--- config.mk ---
export PLATFORM = sky130hd
export DESIGN_NAME = serial_pattern_tx
export DESIGN_NICKNAME = d
export VERILOG_FILES = /design/src/rtl/serial_pkg.sv /design/src/rtl/tick_gen.sv /design/src/rtl/serial_pattern_tx.sv
export SDC_FILE = /design/constraint.sdc
export NUM_CORES = 1
export LEC_CHECK = 0
export CELL_PAD_IN_SITES_DETAIL_PLACEMENT = 1
export CELL_PAD_IN_SITES_GLOBAL_PLACEMENT = 2
export CORE_ASPECT_RATIO = 0.6
export CORE_UTILIZATION = 39
export CTS_BUF_LIST = sky130_fd_sc_hd__clkbuf_16
export DETAILED_ROUTE_END_ITERATION = 12
export GPL_TIMING_DRIVEN = 0
export PLACE_DENSITY = 0.84
export SETUP_SLACK_MARGIN = 0.4
export SYNTH_ARGS = -nofsm -noshare
export SYNTH_HDL_FRONTEND = slang
export SYNTH_HIERARCHICAL = 1
export SYNTH_SLANG_ARGS = --single-unit
--- constraint.sdc ---
create_clock -name clock -period 7 [get_ports clock]
set_input_delay 1.4 -clock clock [delete_from_list [all_inputs] [get_ports clock]]
set_output_delay 1.4 -clock clock [all_outputs]
set_load 0.03 [all_outputs]
--- src/rtl/serial_pkg.sv ---
// Framing definitions shared by the serial transmitter and the matching
// receiver FSM, so both ends agree on line levels and frame states.
package serial_pkg;

    typedef enum logic [1:0] {
        IDLE  = 2'd0,
        START = 2'd1,
        DATA  = 2'd2,
        STOP  = 2'd3
    } tx_state_t;

    localparam logic LINE_IDLE   = 1'b1;
    localparam logic START_LEVEL = 1'b0;
    localparam logic STOP_LEVEL  = 1'b1;

endpackage

--- src/rtl/tick_gen.sv ---
// Bit-period prescaler: counts 0..DIV-1 and flags the last cycle of each
// period. A synchronous clear holds it at zero (used while the line is idle).
module tick_gen #(
    parameter int unsigned DIV = 25_000_000
) (
    input  logic clock,
    input  logic reset,
    input  logic clear,
    output logic tick
);

    localparam int unsigned CW = (DIV > 1) ? $clog2(DIV) : 1;
    localparam logic [CW-1:0] LAST = CW'(DIV - 1);

    logic [CW-1:0] count_q;
    logic [CW-1:0] count_d;

    assign tick = (count_q == LAST);

    // Next count: wrap on the last cycle of the period, hold at zero on clear.
    always_comb begin
        count_d = count_q + CW'(1);
        if (clear || tick) begin
            count_d = '0;
        end
    end

    // Prescaler register with synchronous active-high reset.
    always_ff @(posedge clock) begin
        if (reset) begin
            count_q <= '0;
        end else begin
            count_q <= count_d;
        end
    end

endmodule

--- src/rtl/serial_pattern_tx.sv ---
// Framed serial transmitter: latches a switch pattern on start and shifts it
// out as start bit, data LSB-first, stop bit, each bit lasting DIV clocks.
module serial_pattern_tx
    import serial_pkg::*;
#(
    parameter int unsigned WIDTH = 8,
    parameter int unsigned DIV   = 25_000_000
) (
    input  logic             clock,
    input  logic             reset,
    input  logic             start,
    input  logic [WIDTH-1:0] data,
    output logic             out,
    output logic             busy,
    output logic             done
);

    localparam int unsigned CNT_W = $clog2(WIDTH + 1);
    localparam logic [CNT_W-1:0] LAST_BIT = CNT_W'(WIDTH - 1);

    tx_state_t        state_q, state_d;
    logic [WIDTH-1:0] shreg_q, shreg_d;
    logic [CNT_W-1:0] bitcnt_q, bitcnt_d;
    logic             out_q, out_d;
    logic             busy_q, busy_d;
    logic             done_q, done_d;
    logic             tick;
    logic             presc_clear;

    // Holding the prescaler cleared throughout IDLE means it is already zero
    // on the cycle a start is accepted, so every non-IDLE state spans DIV clocks.
    assign presc_clear = (state_q == IDLE);

    tick_gen #(
        .DIV(DIV)
    ) u_tick_gen (
        .clock(clock),
        .reset(reset),
        .clear(presc_clear),
        .tick (tick)
    );

    assign out  = out_q;
    assign busy = busy_q;
    assign done = done_q;

    // Next-state, shift/count update and registered output values.
    always_comb begin
        state_d  = state_q;
        shreg_d  = shreg_q;
        bitcnt_d = bitcnt_q;
        done_d   = 1'b0;

        unique case (state_q)
            IDLE: begin
                if (start) begin
                    shreg_d  = data;
                    bitcnt_d = '0;
                    state_d  = START;
                end
            end
            START: begin
                if (tick) begin
                    state_d = DATA;
                end
            end
            DATA: begin
                if (tick) begin
                    shreg_d  = shreg_q >> 1;
                    bitcnt_d = bitcnt_q + CNT_W'(1);
                    if (bitcnt_q == LAST_BIT) begin
                        state_d = STOP;
                    end
                end
            end
            STOP: begin
                if (tick) begin
                    state_d = IDLE;
                    done_d  = 1'b1;
                end
            end
            default: begin
                state_d = IDLE;
            end
        endcase

        // Outputs are derived from the next state so they register alongside it.
        unique case (state_d)
            IDLE:    out_d = LINE_IDLE;
            START:   out_d = START_LEVEL;
            DATA:    out_d = shreg_d[0];
            STOP:    out_d = STOP_LEVEL;
            default: out_d = LINE_IDLE;
        endcase
        busy_d = (state_d != IDLE);
    end

    // State, datapath and output registers with synchronous active-high reset.
    always_ff @(posedge clock) begin
        if (reset) begin
            state_q  <= IDLE;
            shreg_q  <= '0;
            bitcnt_q <= '0;
            out_q    <= LINE_IDLE;
            busy_q   <= 1'b0;
            done_q   <= 1'b0;
        end else begin
            state_q  <= state_d;
            shreg_q  <= shreg_d;
            bitcnt_q <= bitcnt_d;
            out_q    <= out_d;
            busy_q   <= busy_d;
            done_q   <= done_d;
        end
    end

endmodule

Yosys cells after proc, flatten, opt, wreduce, memory -nomap -nowiden
Cells that the tools add are included.

Output and inout port bits: 3. Word-level logic and storage cells: 44. Input port bits: 11. Flip-flop bits (word level): 42.

Eq/ne operators: 10. Multiplexer cells: 14. Reduce and logical (&&, ||, !) cells: 9. Bitwise logic cells: 1. $add $sub $neg: 2.

Operator list (count): adder 25 x 1 -> 25 bit, second input constant (1); == test 25 bit, second input constant (1); two-way mux 8 bit (2); one-hot mux 8 bit (2 select lines) (1); two-way mux 2 bit (5); == test 2 bit, second input constant (4); two-way mux 4 bit (2); one-hot mux 2 bit (4 select lines) (1); one-hot mux 4 bit (2 select lines) (1); OR reduction 2 bit (3); adder 4 x 1 -> 4 bit, second input constant (1); == test 2 x 1 -> 1 bit, second input constant (2); == test 4 x 3 -> 1 bit, second input constant (1); zero test 2 bit (2); nonzero test 2 bit (2); one-hot mux 1 bit (3 select lines) (1); AND reduction 3 bit (1); inequality test 2 x 1 -> 1 bit, second input constant (1); inequality test 2 bit, second input constant (1); logical OR 1 bit (1); two-way mux 1 bit (1); NOT 1 bit (1).

Depth between registers and ports, before layout
Depth in word-level cells: 7. Mapped depth: 12. Depth with buffers taken out: 10.

By module
Netlist, hierarchy kept.

By module, submodules not included: tick_gen (instances 1, area each 1203.7 µm², cells each 132, sequential area each 500.5 µm²); serial_pattern_tx (instances 1, area each 859.6 µm², cells each 94, sequential area each 340.3 µm²).

Worst setup path after synthesis
No wires, ideal clock.

Path type: input port to flip-flop. Start: input start. End: register out_q (netlist: out). Data arrival time: 2.750 ns. Setup time: 0.081 ns. Cell stages on the path: 7. Required time: 6.919 ns. Buffers on the path: 1. Slack: 4.169 ns. Path through: or3b_1 -> buf_2 -> o311a_1 -> ha_1 -> nor2b_1 -> o21a_1 -> a41oi_1.

Cells in the longest elaborated chain, start to end: 5.

RTL lines: start, declared (RTL line serial_pattern_tx.sv:11) `input logic start,`; two-way mux 2 bit (RTL line serial_pattern_tx.sv:56) `if (start) begin`; one-hot mux 2 bit (4 select lines) (RTL line serial_pattern_tx.sv:54) `unique case (state_q)`; == test 2 bit or zero test 2 bit (tied branches) (RTL line serial_pattern_tx.sv:88) `unique case (state_d)`; OR reduction 2 bit (no source line); one-hot mux 1 bit (3 select lines) * (RTL line serial_pattern_tx.sv:88); end signal, assigned (RTL line serial_pattern_tx.sv:111) `out_q <= out_d;`; end, declared (RTL line serial_pattern_tx.sv:24) `logic out_q, out_d;`.

Every way passes the cells marked *; elsewhere a longest branch is shown, timed or not. The select of a mux whose other input is x is not followed. A chain may end at the register's enable or synchronous reset.

Worst setup path after layout
Ends and elaborated chain as after synthesis.

==> metrics.txt <==
# TYPE chip_impl_metric gauge
chip_impl_metric{name="clock.fmax",unit="GHz"} 0.301
chip_impl_metric{name="total_power",unit="uW"} 501
chip_impl_info{name="timing.critical_path.cells",value="clkdlybuf4s50_1 > or3b_1 > buf_2 > o311a_1 > ha_1 > nor2b_1 > o21a_1 > a41oi_1"} 1
chip_impl_info{name="final_cell_mix",value="dfxtp_1, nor2_1, a21oi_1, nand3_1, clkdlybuf4s50_1"} 1
chip_impl_metric{name="grtUsageTotal",unit="%"} 20.3
chip_impl_info{name="worstHoldPathType",value="reg2reg"} 1
chip_impl_metric{name="synth-edff-count",unit=""} 0
chip_impl_metric{name="synth.yosys.seq_area_share",unit="%"} 40.8
chip_impl_metric{name="final_skew",unit="ns"} 0.00637
chip_impl_metric{name="remaining_drc_errors",unit=""} 0
chip_impl_metric{name="synth_cell_types",unit=""} 47
chip_impl_metric{name="core.rowCount",unit=""} 20
chip_impl_metric{name="drt_pass1_iterations",unit=""} 4
chip_impl_metric{name="timing.hold.worst_path_depth",unit=""} 1
chip_impl_metric{name="asyncSetResetFlopFracSynth",unit="%"} 0
chip_impl_metric{name="finalSetupTns",unit="ns"} 0
chip_impl_metric{name="slew-limit-headroom",unit="%"} 63.2
chip_impl_metric{name="number_of_cells_on_the_worst_reg_to_reg_path",unit=""} 11
chip_impl_metric{name="mapped_cells",unit=""} 226
chip_impl_metric{name="postLayoutSetupSlackWorst",unit="ns"} 3.67
chip_impl_metric{name="final_area",unit="sq um"} 2410
chip_impl_metric{name="hpwl",unit="microns"} 3790
chip_impl_metric{name="cts_made_buffers",unit=""} 5
chip_impl_metric{name="detail_route.iter0.violations",unit=""} 51
chip_impl_metric{name="ctsResizeCount",unit=""} 0
chip_impl_metric{name="maxCapViolations",unit=""} 0
chip_impl_metric{name="insertedDiodeCount",unit=""} 0
chip_impl_metric{name="cp.required",unit="ns"} 7.19
chip_impl_metric{name="report.final.hold_viol_count",unit=""} 0
chip_impl_metric{name="wl_per_cell",unit="microns"} 16.5
chip_impl_metric{name="slew_violations",unit=""} 0
chip_impl_metric{name="buffer_ports.inserted",unit=""} 13
chip_impl_info{name="mostFrequentLayoutCell",value="dfxtp_1"} 1
chip_impl_metric{name="worst_ep_arrival_time",unit="ns"} 3.52
chip_impl_metric{name="final_setup_viols",unit=""} 0
chip_impl_metric{name="cts.sinks",unit=""} 42
chip_impl_metric{name="cts_post_setup_buffers_inserted",unit=""} 0
chip_impl_metric{name="ctsHtreeMaxLevel",unit=""} 2
chip_impl_info{name="clk_root_buf",value="clkbuf_16"} 1
chip_impl_info{name="yosys.area.top_type",value="dfxtp_1"} 1
chip_impl_metric{name="synth-warning-count",unit=""} 6
chip_impl_info{name="tritoncts",value="built"} 1
chip_impl_metric{name="viasPerCell",unit=""} 5.57
chip_impl_metric{name="clockBufferDepth",unit=""} 2
chip_impl_metric{name="grt_pass1_wl",unit="microns"} 8580
chip_impl_metric{name="number_of_antenna_violations_at_the_first_check_in_global_routing",unit=""} 0
chip_impl_metric{name="power-per-cell-area",unit="nW/um^2"} 208
chip_impl_metric{name="final_antenna_net_count",unit=""} 0
chip_impl_metric{name="ir_worst_vdd",unit="uV"} 93.6
chip_impl_info{name="critical_path_s_slowest_cell",value="clkdlybuf4s50_1"} 1
chip_impl_metric{name="postSynthAreaPerCell",unit="sq um"} 9.13
chip_impl_info{name="netlist_top_cells_area",value="dfxtp_1, a21oi_1, xor2_1"} 1
chip_impl_metric{name="globalplace.congestion",unit=""} 0.713
chip_impl_metric{name="floorplan.die.height",unit="microns"} 58.3
chip_impl_info{name="terminating_pin_of_the_worst_hold_path",value="u_tick_gen/count_q[0]"} 1
chip_impl_metric{name="clkSlewWorstSetupHoldPaths",unit="ns"} 0.06
chip_impl_metric{name="min_period",unit="ns"} 3.33
chip_impl_info{name="hp-start",value="u_tick_gen/count_q[0]"} 1
chip_impl_metric{name="placement.cell_area",unit="sq um"} 2280
chip_impl_metric{name="grt_pass1_vias",unit=""} 1678
chip_impl_metric{name="num-nets-final",unit=""} 262
chip_impl_metric{name="fp.coreArea",unit="sq um"} 5080
chip_impl_metric{name="cp_max_fo",unit=""} 9
chip_impl_metric{name="post_route_cells_drive_above_1_share",unit="%"} 10.5
chip_impl_metric{name="cts.hold.buffers_added",unit=""} 0
chip_impl_metric{name="rrSetupSlack",unit="ns"} 4.14
chip_impl_info{name="startpoint_type",value="input pin"} 1
chip_impl_metric{name="worst_slew_pin_slew",unit="ns"} 0.552
chip_impl_metric{name="grt_remaining_overflow",unit=""} 0
chip_impl_metric{name="synth.net_count",unit=""} 242
chip_impl_metric{name="die-area",unit="sq um"} 5590
chip_impl_metric{name="synth-seq-cells",unit=""} 42
chip_impl_info{name="crit-reg2reg-capture",value="out"} 1
chip_impl_metric{name="final.period_utilization",unit="%"} 47.5
chip_impl_info{name="critical_path_class",value="in2reg"} 1
chip_impl_metric{name="routed_wl",unit="microns"} 5150
chip_impl_metric{name="dp_slack",unit="ns"} 3.39
chip_impl_metric{name="min_hold_slack",unit="ns"} 0.467
chip_impl_info{name="rr_startpoint",value="u_tick_gen/count_q[3]"} 1
chip_impl_metric{name="fillerInstances",unit=""} 607
chip_impl_info{name="run_status",value="finished clean"} 1
chip_impl_metric{name="insertion_delay",unit="ns"} 0.28
chip_impl_metric{name="netlist_area",unit="sq um"} 2060
chip_impl_metric{name="grt_max_degree",unit=""} 13
chip_impl_info{name="synth_flop_cell",value="dfxtp_1"} 1
chip_impl_metric{name="syn_to_final_growth",unit="%"} 17.0
chip_impl_metric{name="io-pin-count",unit=""} 14
chip_impl_metric{name="starting_utilization_of_the_core_area",unit="%"} 40.6
chip_impl_metric{name="die_width",unit="microns"} 95.9
chip_impl_info{name="cp-end-kind",value="flop"} 1
chip_impl_info{name="rsz0062_at_grt",value="false"} 1
chip_impl_metric{name="leakagePower",unit="nW"} 0.915
chip_impl_metric{name="route.vias.total",unit=""} 1744
chip_impl_metric{name="cp_slowest_stage_delay",unit="ns"} 0.54
chip_impl_metric{name="post-synth-top-area-fraction",unit="%"} 40.8
cell type report:
| type | instances | area (sq um) | area share, % |
|---|---|---|---|
| Clock buffer | 5 | 125 | 5.18 |
| Buffer | 10 | 67.6 | 2.80 |
| Sequential cell | 42 | 841 | 34.8 |
| Clock inverter | 3 | 12.5 | 0.518 |
| Multi-Input combinational cell | 166 | 1120 | 46.6 |
| Tap cell | 66 | 82.6 | 3.42 |
| Timing Repair Buffer | 13 | 130 | 5.39 |
| Inverter | 8 | 30.0 | 1.24 |
cell families (layout without fill, tap and decap cells):
| logic type | count (synthesis) | count (layout) | share of synthesized area (%) |
|---|---|---|---|
| xor+xnor | 15 | 15 | 6.37 |
| fa+ha+maj | 5 | 5 | 3.03 |
| flops | 42 | 42 | 40.8 |
| simple gates | 98 | 98 | 30.0 |
| compound gates | 48 | 48 | 15.1 |
| buf+inv | 18 | 39 | 4.73 |
how the worst max path moves through the flow:
stage	startpoint	endpoint	slack [ns]
floorplan	start	out	4.17
global placement	start	out	3.43
detailed placement	start	out	3.39
CTS	start	out	3.67
global route	start	out	3.57
finish	start	out	3.67
registers in the layout, indices dropped and copies added (netlist names):
name and count:
u_tick_gen/count_q 25, shreg_q 8, bitcnt_q 4, state_q 2, busy 1, done 1
out 1
per-layer routing:
metal	vias up	track usage, %	routed length, microns
met2	21	27.7	2030
met5	-	0	0
li1	865	-	-
met4	0	4.48	44
met3	5	4.01	148
met1	853	32.5	2930
worst max-delay path: cells and delay by family:
family / cells / cell delay (ns)
and+or+nand+nor: 2 / 0.51
AOI/OAI and AO/OA: 3 / 0.54
adders and majority gates: 1 / 0.34
buffers and inverters: 2 / 0.73
Yosys cell counts, drive strengths merged (6+ instances only):
master	n
nand4	10
a22oi	6
nand3	14
xor2	11
or4	7
nor2	22
dfxtp	42
and3	6
o21ai	8
a21oi	21
buf	8
o31ai	8
nand2	12
inv	8
power by group:
group          total [mW]  switching, mW  internal (mW)
Clock               0.217         0.0880          0.129
Combinational      0.0368         0.0198         0.0170
Sequential          0.247        0.00318          0.244
Total               0.501          0.111          0.390
stage by stage:
stage               instances  utilization [%]
CTS                       313             47.5
global route              313             47.5
floorplan                 226                -
global placement          305             44.8
finish                    313             47.5
detailed placement        305             44.8
(Power assumes the default switching activity.)
